[config.mk]
export PLATFORM = sky130hd
export DESIGN_NAME = coin_classifier
export DESIGN_NICKNAME = d
export VERILOG_FILES = /design/src/rtl/coin_classifier.sv
export SDC_FILE = /design/constraint.sdc
export NUM_CORES = 1
export LEC_CHECK = 0
export ABC_AREA = 0
export BUFFER_PORTS_ARGS = -buffer_cell sky130_fd_sc_hd__buf_2
export CORE_MARGIN = 2
export CORE_UTILIZATION = 45
export DETAILED_ROUTE_END_ITERATION = 16
export PLACE_DENSITY = 0.68
export SLEW_MARGIN = 20
export SYNTH_ARGS = -nofsm -noshare
export SYNTH_HDL_FRONTEND = slang
export SYNTH_SLANG_ARGS = --single-unit
[constraint.sdc]
create_clock -name clk -period 2.2 [get_ports clk]
set_input_delay 0.22 -clock clk [delete_from_list [all_inputs] [get_ports clk]]
set_output_delay 0.22 -clock clk [all_outputs]
set_load 0.01 [all_outputs]
[src/rtl/coin_classifier.sv]
// coin_classifier
// Front-end coin acceptor stage for the vending controller. The block
// debounces the raw coin-present sensor and averages four coin-size samples.
// It then classifies the coin as 5, 10 or 25 cents, or rejects it.
// For an accepted coin it emits one fixed-length, one-hot detect pulse.
// For a rejected coin it emits one reject pulse of the same length.
// After either pulse it enforces a quiet gap before the next coin is accepted.
//
// Ports:
//   clk           system clock, all logic on the rising edge
//   reset         synchronous, active-high reset
//   coin_present  raw optical sensor (already synchronised, may bounce)
//   coin_size     unsigned size measurement, valid while coin_present = 1
//   detect_5      registered detect pulse, 5-cent coin
//   detect_10     registered detect pulse, 10-cent coin
//   detect_25     registered detect pulse, 25-cent coin
//   reject        registered pulse, coin diverted to the return chute
//   busy          high in every state except IDLE
//   accept_cnt    saturating count of accepted coins
//   reject_cnt    saturating count of rejected coins
//
// state | meaning
// ------+-----------------------------------------------------------------
// IDLE  | waiting for coin_present
// DEB   | counting consecutive high samples of coin_present
// MEAS  | accumulating four coin_size samples
// CLASS | one cycle: average the samples and pick a window or reject
// PULSE | one detect line held high for PULSE_LEN cycles
// REJ   | reject held high for PULSE_LEN cycles
// GAP   | waiting for GAP consecutive low cycles of coin_present

module coin_classifier #(
  parameter int unsigned DEBOUNCE  = 4,
  parameter int unsigned PULSE_LEN = 8,
  parameter int unsigned GAP       = 40,
  parameter int unsigned MIN_5     = 80,
  parameter int unsigned MAX_5     = 95,
  parameter int unsigned MIN_10    = 60,
  parameter int unsigned MAX_10    = 75,
  parameter int unsigned MIN_25    = 100,
  parameter int unsigned MAX_25    = 120
) (
  input  logic       clk,
  input  logic       reset,
  input  logic       coin_present,
  input  logic [7:0] coin_size,
  output logic       detect_5,
  output logic       detect_10,
  output logic       detect_25,
  output logic       reject,
  output logic       busy,
  output logic [7:0] accept_cnt,
  output logic [7:0] reject_cnt
);

  typedef enum logic [2:0] {
    S_IDLE,
    S_DEB,
    S_MEAS,
    S_CLASS,
    S_PULSE,
    S_REJ,
    S_GAP
  } state_t;

  // DEB leaves on the sample that would bring db_cnt up to DEBOUNCE.
  localparam logic [3:0]  DEB_TC     = 4'(DEBOUNCE - 1);
  // Pulse and gap timers count down to zero, so they load one less than the
  // number of cycles they time.
  localparam logic [7:0]  PULSE_LOAD = 8'(PULSE_LEN - 1);
  localparam logic [15:0] GAP_LOAD   = 16'(GAP - 1);

  localparam logic [7:0] LO_5  = 8'(MIN_5);
  localparam logic [7:0] HI_5  = 8'(MAX_5);
  localparam logic [7:0] LO_10 = 8'(MIN_10);
  localparam logic [7:0] HI_10 = 8'(MAX_10);
  localparam logic [7:0] LO_25 = 8'(MIN_25);
  localparam logic [7:0] HI_25 = 8'(MAX_25);

  state_t      state, state_nxt;
  logic [3:0]  db_cnt, db_cnt_nxt;
  logic [1:0]  idx, idx_nxt;
  logic [9:0]  sum, sum_nxt;
  logic [7:0]  pulse_cnt, pulse_cnt_nxt;
  logic [15:0] gap_cnt, gap_cnt_nxt;
  // One-hot coin select, bit order {25, 10, 5}; drives the detect lines directly.
  logic [2:0]  sel, sel_nxt;
  logic        rej_q, rej_nxt;
  logic        busy_q, busy_nxt;
  logic [7:0]  acc_q, acc_nxt;
  logic [7:0]  rcnt_q, rcnt_nxt;

  logic [7:0]  avg;
  logic        in_5, in_10, in_25;

  assign avg   = sum[9:2];
  assign in_5  = (avg >= LO_5)  && (avg <= HI_5);
  assign in_10 = (avg >= LO_10) && (avg <= HI_10);
  assign in_25 = (avg >= LO_25) && (avg <= HI_25);

  always_ff @(posedge clk) begin
    if (reset) begin
      state     <= S_IDLE;
      db_cnt    <= '0;
      idx       <= '0;
      sum       <= '0;
      pulse_cnt <= '0;
      gap_cnt   <= '0;
      sel       <= '0;
      rej_q     <= 1'b0;
      busy_q    <= 1'b0;
      acc_q     <= '0;
      rcnt_q    <= '0;
    end else begin
      state     <= state_nxt;
      db_cnt    <= db_cnt_nxt;
      idx       <= idx_nxt;
      sum       <= sum_nxt;
      pulse_cnt <= pulse_cnt_nxt;
      gap_cnt   <= gap_cnt_nxt;
      sel       <= sel_nxt;
      rej_q     <= rej_nxt;
      busy_q    <= busy_nxt;
      acc_q     <= acc_nxt;
      rcnt_q    <= rcnt_nxt;
    end
  end

  always_comb begin
    state_nxt     = state;
    db_cnt_nxt    = db_cnt;
    idx_nxt       = idx;
    sum_nxt       = sum;
    pulse_cnt_nxt = pulse_cnt;
    gap_cnt_nxt   = gap_cnt;
    sel_nxt       = sel;
    rej_nxt       = rej_q;
    acc_nxt       = acc_q;
    rcnt_nxt      = rcnt_q;

    case (state)
      S_IDLE: begin
        if (coin_present) begin
          state_nxt  = S_DEB;
          db_cnt_nxt = 4'd1;
        end
      end

      S_DEB: begin
        if (!coin_present) begin
          state_nxt = S_IDLE;
        end else if (db_cnt == DEB_TC) begin
          state_nxt = S_MEAS;
          sum_nxt   = '0;
          idx_nxt   = '0;
        end else begin
          db_cnt_nxt = db_cnt + 4'd1;
        end
      end

      S_MEAS: begin
        if (!coin_present) begin
          // The coin left before four samples were taken.
          state_nxt     = S_REJ;
          rej_nxt       = 1'b1;
          pulse_cnt_nxt = PULSE_LOAD;
          if (rcnt_q != 8'hFF) rcnt_nxt = rcnt_q + 8'd1;
        end else begin
          sum_nxt = sum + {2'b00, coin_size};
          if (idx == 2'd3) begin
            state_nxt = S_CLASS;
          end else begin
            idx_nxt = idx + 2'd1;
          end
        end
      end

      S_CLASS: begin
        pulse_cnt_nxt = PULSE_LOAD;
        // The windows are checked in priority order 25 > 10 > 5 on overlap.
        if (in_25 || in_10 || in_5) begin
          state_nxt = S_PULSE;
          if (in_25)      sel_nxt = 3'b100;
          else if (in_10) sel_nxt = 3'b010;
          else            sel_nxt = 3'b001;
          if (acc_q != 8'hFF) acc_nxt = acc_q + 8'd1;
        end else begin
          state_nxt = S_REJ;
          rej_nxt   = 1'b1;
          if (rcnt_q != 8'hFF) rcnt_nxt = rcnt_q + 8'd1;
        end
      end

      S_PULSE: begin
        if (pulse_cnt == 8'd0) begin
          state_nxt   = S_GAP;
          sel_nxt     = '0;
          gap_cnt_nxt = GAP_LOAD;
        end else begin
          pulse_cnt_nxt = pulse_cnt - 8'd1;
        end
      end

      S_REJ: begin
        if (pulse_cnt == 8'd0) begin
          state_nxt   = S_GAP;
          rej_nxt     = 1'b0;
          gap_cnt_nxt = GAP_LOAD;
        end else begin
          pulse_cnt_nxt = pulse_cnt - 8'd1;
        end
      end

      S_GAP: begin
        // A lingering or jammed coin restarts the quiet window, so it cannot
        // be counted a second time.
        if (coin_present) begin
          gap_cnt_nxt = GAP_LOAD;
        end else if (gap_cnt == 16'd0) begin
          state_nxt = S_IDLE;
        end else begin
          gap_cnt_nxt = gap_cnt - 16'd1;
        end
      end

      default: begin
        state_nxt = S_IDLE;
        sel_nxt   = '0;
        rej_nxt   = 1'b0;
      end
    endcase

    busy_nxt = (state_nxt != S_IDLE);
  end

  assign detect_5   = sel[0];
  assign detect_10  = sel[1];
  assign detect_25  = sel[2];
  assign reject     = rej_q;
  assign busy       = busy_q;
  assign accept_cnt = acc_q;
  assign reject_cnt = rcnt_q;

endmodule

==> flow_results.org, run 1 <==
** Run status
- The run finished with clean final reports.

** Placement
- At the placement stage, the worst setup path has a slack of 0.05365 ns.
- Total half-perimeter wirelength after legalization and detailed placement :: about 6.2 mm
- At the end of routability-driven placement, the weighted congestion stood at between 0.8 and 0.9.
- In this run the tool buffered the top-level ports with 31 buffer cells.
- Cell Area, Placed :: slightly above 4000 µm²

** Synthesis
- The synthesized netlist occupies a cell area of ~3800 µm².
- Compound-gate portion of the synthesized area :: about 24%
- Adder-cell area share of the yosys netlist :: a little under 6%
- Largest family of logic cells by synthesized area :: simple AND/OR/NAND/NOR gates
- Yosys printed 0 warnings.
- For this run, the register share of the synthesized area comes to between 30 and 40%.
- Yosys reg bits :: 64
- In the post-synthesis netlist, the biggest area contributors are sky130_fd_sc_hd__dfxtp_1 (34%), sky130_fd_sc_hd__ha_1 (5.3%), sky130_fd_sc_hd__a21oi_1 (5.0%), sky130_fd_sc_hd__nor2_1 (4.3%), sky130_fd_sc_hd__o21ai_0 (2.5%).
- For this run, the leading register cell type out of synthesis is sky130_fd_sc_hd__dfxtp_1.
- The number of different library cells used by synthesis comes to 66.
- Most frequent cell after synthesis :: sky130_fd_sc_hd__dfxtp_1
- Mean instance size in the synthesized netlist :: between 8 and 9 µm²
- The synthesized design devotes to its leading area cell type 34.00% of total area.
- The synthesized netlist devotes a little over a quarter of its cell area to simple gates.
- Yosys mapped a number of flops with a built-in enable equal to 0.
- Measured against the total synthesized area, the mux share comes to roughly 3.2%.
- The biggest area contributor in the post-synthesis netlist is sky130_fd_sc_hd__dfxtp_1.
- Net count after synthesis :: 475
- Of all flip-flops after synthesis, the portion carrying an async set or reset was 0%.
- Summing the areas of all xor and xnor instances in the mapped netlist gives under 10% of the synthesized area.
- Synthesis produced between 400 and 500 cells.
- Most numerous cell types in the synthesized netlist :: sky130_fd_sc_hd__dfxtp_1 (64), sky130_fd_sc_hd__nor2_1 (43), sky130_fd_sc_hd__a21oi_1 (38)

** Layout
- Net total in the final layout :: between 500 and 600
- Relative to the synthesized area, the layout overhead comes to 15.11%.
- Counting the fill cells in the layout gives between 800 and 900.
- Once layout is done, the placed cells without fillers occupy ~4300 µm².
- Count of inserted antenna diode cells :: 0
- Layout Utilization :: between 50% and 60%
- The post-route netlist has about 19% of its cells at a drive strength greater than 1.

** Route
- Number of vias after detailed routing :: around 3500
- Count of routing violations after the opening detailed-route iteration :: approximately 140
- Average via count per standard cell :: slightly below 6
- Drt first pass iters :: 4
- After detailed routing, the average wire length per cell comes to about 15 µm.
- Wire length reported by the detailed router :: between 8 and 9 mm
- DRC violation count after routing :: 0
- Antenna Violating Nets Remaining :: 0

** Power
- Across the VDD grid, the largest voltage drop is 0.0002363 V.
- Summed over all cells, the static leakage comes to 1.741 nW.
- Switching part of the total power :: roughly 22%
- Net switching component of the power :: roughly 0.00054 W
- The clock network is responsible for a little under half of the overall power.
- Total internal power :: approximately 0.0019 W
- Seq pwr share :: 48.7%
- Gate power share :: 5.2%
- Total power :: ~0.0024 W
- Cell area power density :: 554.0 nW/µm²

** Clock network
- Number of H-tree levels :: 3
- CTS sink cnt :: 64
- After clock tree synthesis, the clock-pin slew on the worst setup and hold paths is about 0.070 ns.
- In this run the deepest clock path goes through 2 buffers.
- Setup bufs post-CTS :: 0
- Hold buffers post-CTS :: 0
- Counting the buffers created by CTS gives 9.
- Clk root buf :: sky130_fd_sc_hd__clkbuf_8
- TritonCTS built the clock tree.
- Clock latency on the worst-skew pair, taken at its later pin, is roughly 0.34 ns.
- Cts repair resizes :: 0

** Floorplanning
- Number of cell rows :: 33
- Measured along the y axis, the die boundary spans about 96 µm.
- Die width :: about 96 µm
- 32 I/O pins were placed.
- The floorplan step defined a die boundary enclosing roughly 9100 µm².
- Area of the core :: around 8200 µm²
- Initial cell density of the core :: 46.10%

** Timing
- Share of the cycle needed by the critical path after routing :: between 90% and 100%
- The worst pin sits at a relative slew slack of between 60 and 70%.
- Worst slew pin tran :: about 0.6 ns
- Setup violations remaining at the end of the flow were counted as 0.
- Setup repair after global routing could not meet its margin everywhere.
- Setup skew after layout :: between 0.009 and 0.01 ns
- Final hold violation count :: 0
- Max Slew Vio Count :: 0
- Highest achievable clock rate :: between 400 and 500 MHz
- The worst path in the final design needs a cycle of 2.070 ns, including I/O delays and setup.
- In the final timing run, aggregate negative setup slack is 0 ns.
- Worst path setup slack after routing :: approximately 0.13 ns

** Global route
- Global routing consumed, over all layers together, between 20% and 30% of the routing resources.
- Global-route wire length before repair :: 14.76 mm
- Via count of the first global-routing pass :: between 3000 and 4000
- Entering global routing, the biggest net connects 29 pins.
- The initial antenna violation count is 0.
- Global routing finished with a remaining overflow of 0.

** Setup path
- The worst register-to-register path has a depth of 7.
- Critical path start-end classification :: reg -> reg
- Kind of end point of the critical path :: flop
- WP data arrival :: around 2.3 ns
- Along the worst path, the maximum fanout reaches 3.
- Kind of start point of the critical path :: flop
- Data on the critical path is required at its endpoint by roughly 2.5 ns.

** Run
- Max-Cap Viols :: 0

** Worst hold path
- Along the worst hold path, the cell count comes to 4.
- The path class of the tightest hold or removal check is in -> reg.
==> area by class of cell <==
type	count	area, µm²	share of cell area [%]
tap	105	131.4	3.029
clock buffer	10	137.6	3.173
multi-input combinational	345	2354	54.25
clock inverter	4	70.07	1.615
inverter	19	71.32	1.644
timing repair buffer	49	290.3	6.692
sequential	64	1284	29.59
==> critical path: stages, from the launching register on <==
cell and delay, ns:
sky130_fd_sc_hd__dfxtp_1 0.31, sky130_fd_sc_hd__ha_1 0.22, sky130_fd_sc_hd__fa_1 0.40, sky130_fd_sc_hd__a21o_1 0.19
sky130_fd_sc_hd__a21oi_2 0.18, sky130_fd_sc_hd__o21ai_0 0.16, sky130_fd_sc_hd__a2111o_1 0.44, sky130_fd_sc_hd__o211ai_1 0.09
==> per-stage QoR <==
step / std cells / hold slack [ns]
detailed placement: 582 / 0.4733
floorplan: 447 / 0.4516
global route: 596 / 0.2796
CTS: 596 / 0.2618
global placement: 582 / 0.4647
finish: 596 / 0.2602
==> power by group through the flow <==
| stage | registers [W] | logic [W] | clock network (W) |
|---|---|---|---|
| 2_1_floorplan | 0.00120 | 0.0000865 | 0 |
| 3_3_place_gp | 0.00120 | 0.000123 | 0 |
| 3_5_place_dp | 0.00120 | 0.000125 | 0 |
| 4_1_cts | 0.00117 | 0.000126 | 0.00113 |
| 5_1_grt | 0.00117 | 0.000142 | 0.00118 |
| 6_report | 0.00117 | 0.000126 | 0.00111 |
==> path summary, 6_finish.rpt <==
path / start / slack [ns] / end
min reg2reg: sum[0]$_SDFFE_PP0P_ / 0.48 / sum[0]$_SDFFE_PP0P_
min: coin_size[0] / 0.26 / sum[0]$_SDFFE_PP0P_
max: sum[0]$_SDFFE_PP0P_ / 0.13 / sum[6]$_SDFFE_PP0P_
max reg2reg: sum[0]$_SDFFE_PP0P_ / 0.13 / sum[6]$_SDFFE_PP0P_
==> per-layer routing <==
layer	up-vias	share of wire, %	GRT usage (%)	wire length (µm)
met1	1682	47	25.36	4131
met5	-	0	0	0
met2	51	49	33.98	4232
li1	1784	-	-	-
met4	0	1.4	8.690	118
met3	11	2.6	3.557	224
==> kinds of logic (layout without fill, tap and decap cells) <==
group	after synthesis	in the layout
DFF	64	64
and+or+nand+nor	179	179
AOI/OAI and AO/OA	130	130
xor gates and xnor gates	8	8
muxes	11	11
adders and majority gates	17	17
buffers and inverters	38	82
==> cells in the final DEF (no fill, tap or decap), types with 4 or more instances in the layout <==
cell type / instances
sky130_fd_sc_hd__a211oi_1: 9
sky130_fd_sc_hd__a21o_1: 8
sky130_fd_sc_hd__a21oi_1: 37
sky130_fd_sc_hd__a311oi_1: 8
sky130_fd_sc_hd__a31oi_1: 7
sky130_fd_sc_hd__buf_2: 31
sky130_fd_sc_hd__buf_4: 18
sky130_fd_sc_hd__clkbuf_8: 10
sky130_fd_sc_hd__dfxtp_1: 62
sky130_fd_sc_hd__ha_1: 16
sky130_fd_sc_hd__inv_1: 19
sky130_fd_sc_hd__mux2_2: 7
sky130_fd_sc_hd__mux2i_1: 4
sky130_fd_sc_hd__nand2_1: 23
sky130_fd_sc_hd__nand3_1: 18
sky130_fd_sc_hd__nand3b_1: 5
sky130_fd_sc_hd__nor2_1: 43
sky130_fd_sc_hd__nor2b_1: 13
sky130_fd_sc_hd__nor3_1: 12
sky130_fd_sc_hd__nor3b_1: 4
sky130_fd_sc_hd__nor4_1: 7
sky130_fd_sc_hd__nor4bb_1: 4
sky130_fd_sc_hd__o211ai_1: 8
sky130_fd_sc_hd__o21ai_0: 19
sky130_fd_sc_hd__o31ai_1: 8
sky130_fd_sc_hd__or3_1: 11
sky130_fd_sc_hd__or4_1: 8
sky130_fd_sc_hd__xor2_1: 5
==> registers in the layout, indices dropped and copies added (netlist names) <==
register / count
accept_cnt: 8
reject: 1
idx: 2
gap_cnt: 16
state: 3
busy: 1
sum: 10
pulse_cnt: 8
sel: 3
db_cnt: 4
reject_cnt: 8
Note: power is estimated with default switching activity, not from simulation.
==> run 2: changes to the inputs <==
Settings changed: CORE_ASPECT_RATIO set to 2.
==> run 2 against run 1 <==
  * Sequential share of layout area fell by 0.76 points
  * First-iteration DRC count rose by 0.70%
  * Routed wire length rose by 5.6%
  * Critical path depth fell by 2
  * Register-to-register slack barely moved
  * Clock power rose by 14%
  * Non-clock buffer count rose by 7
  * Core utilization rose by 0.91 points
  * Die area rose by 0.48%
  * Cell count fell by 0.17%
==> flow_results.org, run 2 (synthesis results as in run 1) <==
** Run status
- The flow ran to the end, and the final reports show no timing, DRC or antenna violations.

** Route
- The number of detailed-routing iterations run before antenna repair was 4 (unchanged).
- Antenna Violating Nets Remaining :: 0 (unchanged)
- Average via count per standard cell :: 6.035 (+2.0%)
- Number of vias after detailed routing :: 3591 (+1.8%)
- Count of routing violations after the opening detailed-route iteration :: 144 (+0.70%)
- The average wire per cell in the routed design was 15.46 µm (+5.8%).
- The total DRC errors in the routed layout was 0 (unchanged).
- Wire length reported by the detailed router :: 9.198 mm (+5.6%)

** Layout
- Register with the most flip-flops :: gap_cnt
- In the layout the commonest cells are sky130_fd_sc_hd__dfxtp_1 (64), sky130_fd_sc_hd__nor2_1 (43), sky130_fd_sc_hd__a21oi_1 (37).
- The post-layout utilization of the core was 53.97% (+0.91 points).
- The number of filler instances in the final layout was 820 (+1.4%).
- The largest registers in the layout are gap_cnt: 16 flops, sum: 10 flops.
- Net total in the final layout :: 523 (+1.4%)
- Most common cell after layout, fill and taps aside :: sky130_fd_sc_hd__dfxtp_1
- Area delta synth->final :: 17.90%
- Share of final-layout standard cells stronger than drive strength 1 :: 18.71% (+0.18 points)
- The number of flip-flops under the largest register name is 16 (unchanged).
- Count of inserted antenna diode cells :: 0 (unchanged)

** Clock network
- The clock sink count is 64 (unchanged).
- The clock input transition at the sequential cells of the worst setup and hold paths is 0.05 ns (-0.02 ns).
- The total clock buffers created by CTS came to 9 (unchanged).
- TritonCTS built the clock tree.
- Number of H-tree levels :: 3 (unchanged)
- Clock Latency Late Sink :: 0.33 ns (about the same)
- The number of buffers inserted for hold repair after clock tree synthesis was 0 (unchanged).
- Max Buffers Root-to-Sink :: 2 (unchanged)
- Clk root buf :: sky130_fd_sc_hd__clkbuf_16
- Cts repair resizes :: 0 (unchanged)
- Setup bufs post-CTS :: 0 (unchanged)

** Power
- Maximum vdd ir drop :: 0.0004342 V (+84%)
- Cell area power density :: 579.9 nW/µm² (+4.7%)
- The overall power was 0.002577 W (+7.2%).
- Leakage component of the power :: 1.802 nW (+3.5%)

** Floorplanning
- Area of the die :: 9167 µm² (+0.48%)
- Initial cell density of the core :: 45.78% (-0.32 points)
- The number of cell rows is 47 (+42%).
- The die height came to 133.4 µm (+40%).
- Area of the core :: 8233 µm² (+0.70%)
- Top-Level Pins :: 32 (unchanged)
- Die width :: 68.71 µm (-28%)

** Placement
- I/O Buffers :: 31 (unchanged)
- The detailed placement HPWL is 6.867 mm (+11%).
- The weighted congestion reported at the end of routability-driven placement is 0.8232 (-4.1%).

** Global route
- The residual overflow from global routing was 0 (unchanged).
- The via count of the first global-routing pass is 3410 (+3.2%).
- Pin count of the biggest net entering global routing :: 25 (-14%)
- The wire length of the first global-routing pass is 15.56 mm (+5.4%).
- The initial antenna violation count came to 0 (unchanged).
- Aggregate global-route resource usage :: 21.89% (+1.7 points)

** Timing
- Worst max-slew margin expressed relative to the limit :: 68.60% (+8.1 points)
- Final setup viols :: 0 (unchanged)
- The share of the clock period used by the worst path was 93.97% (-0.13 points).
- Final period demand of the worst path :: 2.067 ns (-0.002813 ns)
- The transition time at the pin with the least slew margin is 0.4682 ns (-0.1237 ns).
- Max Slew Vio Count :: 0 (unchanged)
- Worst hold margin :: 0.2689 ns (+0.008669 ns)
- Final hold violation count :: 0 (unchanged)
- The maximum clock frequency came to 483.7 MHz (+0.14%).
- Setup skew after layout :: 0.005964 ns (-0.003178 ns)
- The post-route setup TNS was 0 ns (unchanged).

** Setup path
- Critical path start-end classification :: reg -> reg
- CP bufs+invs :: 0 (unchanged)
- The longest individual stage delay on the worst path is 0.52 ns (+0.08 ns).
- The arrival time reported for the critical path endpoint was 2.33 ns (about the same).
- Highest fanout seen on the critical path :: 8 (+5)
- Cells along the critical path :: a211oi_1 > a22oi_4 > a31o_2 > or4_1 > a21oi_1
- The slowest stage of the critical path belongs to the cell sky130_fd_sc_hd__or4_1.
- The cell family contributing the most delay on the critical path is compound AO/OA/AOI/OAI gates.
- The worst setup path is launched from a flop.
- The critical path data required time is 2.46 ns (about the same).
- STA classifies the critical path endpoint as a flop.

** Worst hold path
- The min-delay analysis places its worst path in the category in -> reg.

** Run
- The count of max-cap constraint violations came to 0 (unchanged).
-- run 2: cell types whose count changed in the layout (fill, tap and decap cells not counted), sizes merged --
cell / delta
bufinv: -2
buf: +7
clkbuf: +2
clkinv: -1
-- run 2: tightest hold or removal path, stage by stage --
cell and delay, ns:
sky130_fd_sc_hd__buf_2 0.08, sky130_fd_sc_hd__ha_1 0.12, sky130_fd_sc_hd__nand2_1 0.04, sky130_fd_sc_hd__a21oi_1 0.11
-- run 2: final timing paths --
check,depth (start not counted),slack (ns),from,to
worst max-delay path,5,0.13,sum[5]$_SDFFE_PP0P_,accept_cnt[4]$_SDFFE_PP0P_
worst min-delay path,4,0.27,coin_size[0],sum[0]$_SDFFE_PP0P_
worst max register to register,5,0.13,sum[5]$_SDFFE_PP0P_,accept_cnt[4]$_SDFFE_PP0P_
worst min register to register,2,0.48,sum[0]$_SDFFE_PP0P_,sum[0]$_SDFFE_PP0P_
-- run 2: through the flow --
step	std cells	setup slack, ns	instance area (µm²)
final	595	0.1328	4443
after global routing	595	-0.0008764	4443
after CTS	595	0.02807	4418
after detailed placement	582	0.01987	4156
after global placement	582	0.05100	4156
after floorplan	447	0.2225	3769
-- run 2: layout make-up --
class / instances / area, µm² / area share, %
clock inverter: 1 / 5.005 / 0.1126
sequential: 64 / 1281 / 28.84
inverter: 19 / 71.32 / 1.605
clock buffer: 12 / 256.5 / 5.773
timing repair buffer: 56 / 342.8 / 7.716
tap: 98 / 122.6 / 2.760
multi-input combinational: 345 / 2364 / 53.20
-- run 2: routing by layer --
metal	GRT usage (%)	vias to the layer above	wire [µm]
li1	-	1786	-
met1	22.74	1722	3590
met2	39.37	59	5092
met3	4.476	24	252
met4	10.78	0	263
met5	0	-	0
-- run 2: power breakdown --
group          switching [W]  internal, W  total [W]
Sequential        0.00000547      0.00117    0.00117
Clock               0.000470     0.000801    0.00127
Combinational      0.0000808    0.0000520   0.000133
Total               0.000557      0.00202    0.00258
==> run 3: changes to the inputs <==
Settings changed: CORE_ASPECT_RATIO 2 to not set, REMOVE_ABC_BUFFERS set to 1.
==> run 3 against run 2 <==
  * Flip-flop and latch count unchanged
  * Cell count rose by 1.2%
  * Non-clock buffer count shrank 3
  * Die area decreased by 0.48%
  * Clock skew grew 0.0046 ns
  * Largest cell class unchanged
  * Highest routed layer unchanged
==> flow_results.org, run 3 (synthesis results as in run 1) <==
** Global route
- Met1 track demand over resource :: 27.72% (+5.0 points)
- The global-route usage over all layers was 20.04% (-1.8 points).
- The via count of the first global-routing pass is 3179 (-6.8%).
- The global routing met2 resource utilization came to 31.92% (-7.4 points).
- Pin count of the biggest net entering global routing :: 30 (+20%)
- The met3 demand-to-capacity share in global routing is 2.451% (-2.0 points).
- Global-route wire length before repair :: 14.63 mm (-5.9%)
- The residual overflow from global routing is 0 (unchanged).
- The layer flagged by global routing as most heavily used is met2.
- Initial antenna violation count :: 0 (unchanged)

** Placement
- The weighted congestion reported at the end of routability-driven placement came to 0.8115 (-1.4%).
- Total half-perimeter wirelength after legalization and detailed placement :: 6.135 mm (-11%)
- The cell area after placement was 4143 µm² (-0.33%).
- I/O Buffers :: 31 (unchanged)

** Setup path
- In this design, the largest share of critical-path delay is due to simple AND/OR/NAND/NOR gates.
- The most critical setup path has its endpoint at gap_cnt[15]$_SDFFE_PP0P_.
- Highest fanout seen on the critical path :: 6 (-2)
- Slowest Stage Delay on Critical Path :: 0.48 ns (-0.04 ns)
- Reg-to-reg critical path endpoint :: gap_cnt[15]$_SDFFE_PP0P_
- The number of cells on the critical path is 8 (+3).
- In this run the worst setup path begins at pulse_cnt[0]$_SDFFE_PP0P_.
- The count of buffer and inverter cells on the critical path was 2 (+2).
- WP data arrival :: 2.32 ns (about the same)
- Kind of end point of the critical path :: flop
- Worst endpoint required time :: 2.48 ns (+0.02 ns)
- The critical path goes through inv_1 > ha_1 > nor3b_1 > and3_1 > buf_4 > or2_0 > or4_1 > nand2_1.
- The path depth of the worst reg2reg path came to 8 (+3).
- Slowest stage cell on the critical path :: sky130_fd_sc_hd__or4_1
- The register-to-register setup slack is 0.16 ns (+0.02 ns).
- Critical path start-end classification :: reg -> reg
- Startpoint of the lowest-slack register-to-register path :: pulse_cnt[0]$_SDFFE_PP0P_
- Kind of start point of the critical path :: flop

** Power
- The power density of the placed cells came to 529.3 nW/µm² (-8.7%).
- Maximum vdd ir drop :: 0.0002556 V (-41%)
- The leakage power total came to 1.756 nW (-2.6%).

** Clock network
- The clock sink count came to 64 (unchanged).
- The number of setup buffers added after CTS is 0 (unchanged).
- The maximum clock path buffer count was 2 (unchanged).
- Hold buffers post-CTS :: 0 (unchanged)
- TritonCTS clock tree :: built
- The latest clock arrival within the worst-skew pair came to 0.34 ns (about the same).
- The clock input transition at the sequential cells of the worst setup and hold paths is 0.06 ns (about the same).
- In this run the clock root is driven by a sky130_fd_sc_hd__clkbuf_8.
- Number of H-tree levels :: 3 (unchanged)
- The total clock buffers created by CTS came to 9 (unchanged).
- Cts repair resizes :: 0 (unchanged)

** Floorplanning
- The number of cell rows was 33 (-30%).
- The x dimension of the die came to 95.52 µm (+39%).
- The area enclosed by the die boundary is 9123 µm² (-0.48%).
- The initial standard-cell utilization of the core is 46.10% (+0.32 points).
- Top-Level Pins :: 32 (unchanged)
- The total core area came to 8175 µm² (-0.70%).
- The die height came to 95.52 µm (-28%).

** Layout
- The post-layout instance area was 4367 µm² (-1.7%).
- Commonest non-fill, non-tap cells in the layout :: sky130_fd_sc_hd__dfxtp_1 (63), sky130_fd_sc_hd__nor2_1 (43), sky130_fd_sc_hd__a21oi_1 (38)
- Leaving out fill and tap cells, the most frequent cell in the layout is sky130_fd_sc_hd__dfxtp_1.
- Relative to the synthesized area, the layout overhead comes to 15.87%.
- Flip-flop count of the largest register after layout :: 16 (unchanged)
- The fraction of layout cells with a size suffix above 1 came to 19.32% (+0.60 points).
- The largest registers in the layout are gap_cnt: 16 flops, sum: 10 flops.
- Fillers :: 784 (-4.4%)
- Register with the most flip-flops :: gap_cnt
- The number of diodes added for antenna fixing came to 0 (unchanged).
- Net total in the final layout :: 520 (-0.57%)

** Route
- The average wire per cell in the routed design was 14.19 µm (-8.2%).
- Wire length reported by the detailed router :: 8.544 mm (-7.1%)
- DRC violation count after routing :: 0 (unchanged)
- The number of detailed-routing iterations run before antenna repair is 4 (unchanged).
- The number of violations reported at the end of detailed-routing iteration 0 is 164 (+14%).
- The final antenna-violating net count is 0 (unchanged).
- Number of vias after detailed routing :: 3509 (-2.3%)
- The via count normalized by instance count is 5.829 (-3.4%).

** Timing
- Setup repair after global routing left no endpoint under its margin.
- Setup TNS :: 0 ns (unchanged)
- The normalized max-slew margin was 64.10% (-4.5 points).
- Worst slew pin tran :: 0.5372 ns (+0.06894 ns)
- Highest achievable clock rate :: 489.5 MHz (+1.2%)
- The minimum clock period after layout came to 2.043 ns (-0.02453 ns).
- Final setup viols :: 0 (unchanged)
- The share of the clock period used by the worst path was 92.85% (-1.1 points).
- Setup skew after layout :: 0.01059 ns (+0.004625 ns)
- Final hold violation count :: 0 (unchanged)
- The max-slew violation count is 0 (unchanged).

** Worst hold path
- Cell count of the worst hold path :: 2 (-2)
- The worst hold path belongs to the class in -> reg.

** Run
- The count of max-cap constraint violations was 0 (unchanged).

** Run status
- Status :: completed
-- run 3: worst reg2reg max path, stage by stage (launching register included) --
cell                      delay (ns)
sky130_fd_sc_hd__dfxtp_2        0.35
sky130_fd_sc_hd__inv_1          0.07
sky130_fd_sc_hd__ha_1           0.19
sky130_fd_sc_hd__nor3b_1        0.15
sky130_fd_sc_hd__and3_1         0.26
sky130_fd_sc_hd__buf_4          0.18
sky130_fd_sc_hd__or2_0          0.24
sky130_fd_sc_hd__or4_1          0.48
sky130_fd_sc_hd__nand2_1        0.08
-- run 3: area by class of cell --
cell class / instances / area (µm²) / share of cell area, %
multi-input combinational: 345 / 2362 / 54.10
sequential: 64 / 1282 / 29.37
inverter: 19 / 71.32 / 1.633
clock inverter: 3 / 40.04 / 0.9169
tap: 105 / 131.4 / 3.009
timing repair buffer: 53 / 320.3 / 7.335
clock buffer: 13 / 158.9 / 3.639
-- run 3: routing by layer --
| layer | wire (µm) | share of wire (%) |
|---|---|---|
| met3 | 231 | 2.7 |
| met1 | 4267 | 50 |
| met5 | 0 | 0 |
| met4 | 103 | 1.2 |
| met2 | 3942 | 46 |
-- run 3: worst min-delay path by stage --
stage | slack (ns) | to | start
after floorplan | 0.29 | accept_cnt[3]$_SDFFE_PP0P_ | reset
after global placement | 0.46 | sum[0]$_SDFFE_PP0P_ | sum[0]$_SDFFE_PP0P_
after detailed placement | 0.48 | sum[0]$_SDFFE_PP0P_ | sum[0]$_SDFFE_PP0P_
after CTS | 0.24 | sum[2]$_SDFFE_PP0P_ | reset
after global routing | 0.29 | sum[1]$_SDFFE_PP0P_ | reset
final | 0.25 | sum[3]$_SDFFE_PP0P_ | reset
-- run 3: metrics by stage --
| step | setup WS [ns] | total power (W) | hold WS, ns | util, % | cells |
|---|---|---|---|---|---|
| 2_1_floorplan | 0.2010 | 0.001265 | 0.2891 | - | 428 |
| 3_3_place_gp | 0.1648 | 0.001319 | 0.4598 | 50.67 | 586 |
| 3_5_place_dp | 0.1288 | 0.001323 | 0.4820 | 50.67 | 586 |
| 4_1_cts | 0.09951 | 0.002341 | 0.2408 | 53.11 | 602 |
| 5_1_grt | 0.004458 | 0.002413 | 0.2885 | 53.41 | 602 |
| 6_report | 0.1573 | 0.002311 | 0.2535 | 53.41 | 602 |
-- run 3: report_power, final --
part | internal, W | switching (W) | leakage, nW
registers | 0.00116 | 0.00000604 | 0.517
clock network | 0.000583 | 0.000429 | 0.103
logic | 0.0000484 | 0.0000806 | 1.14
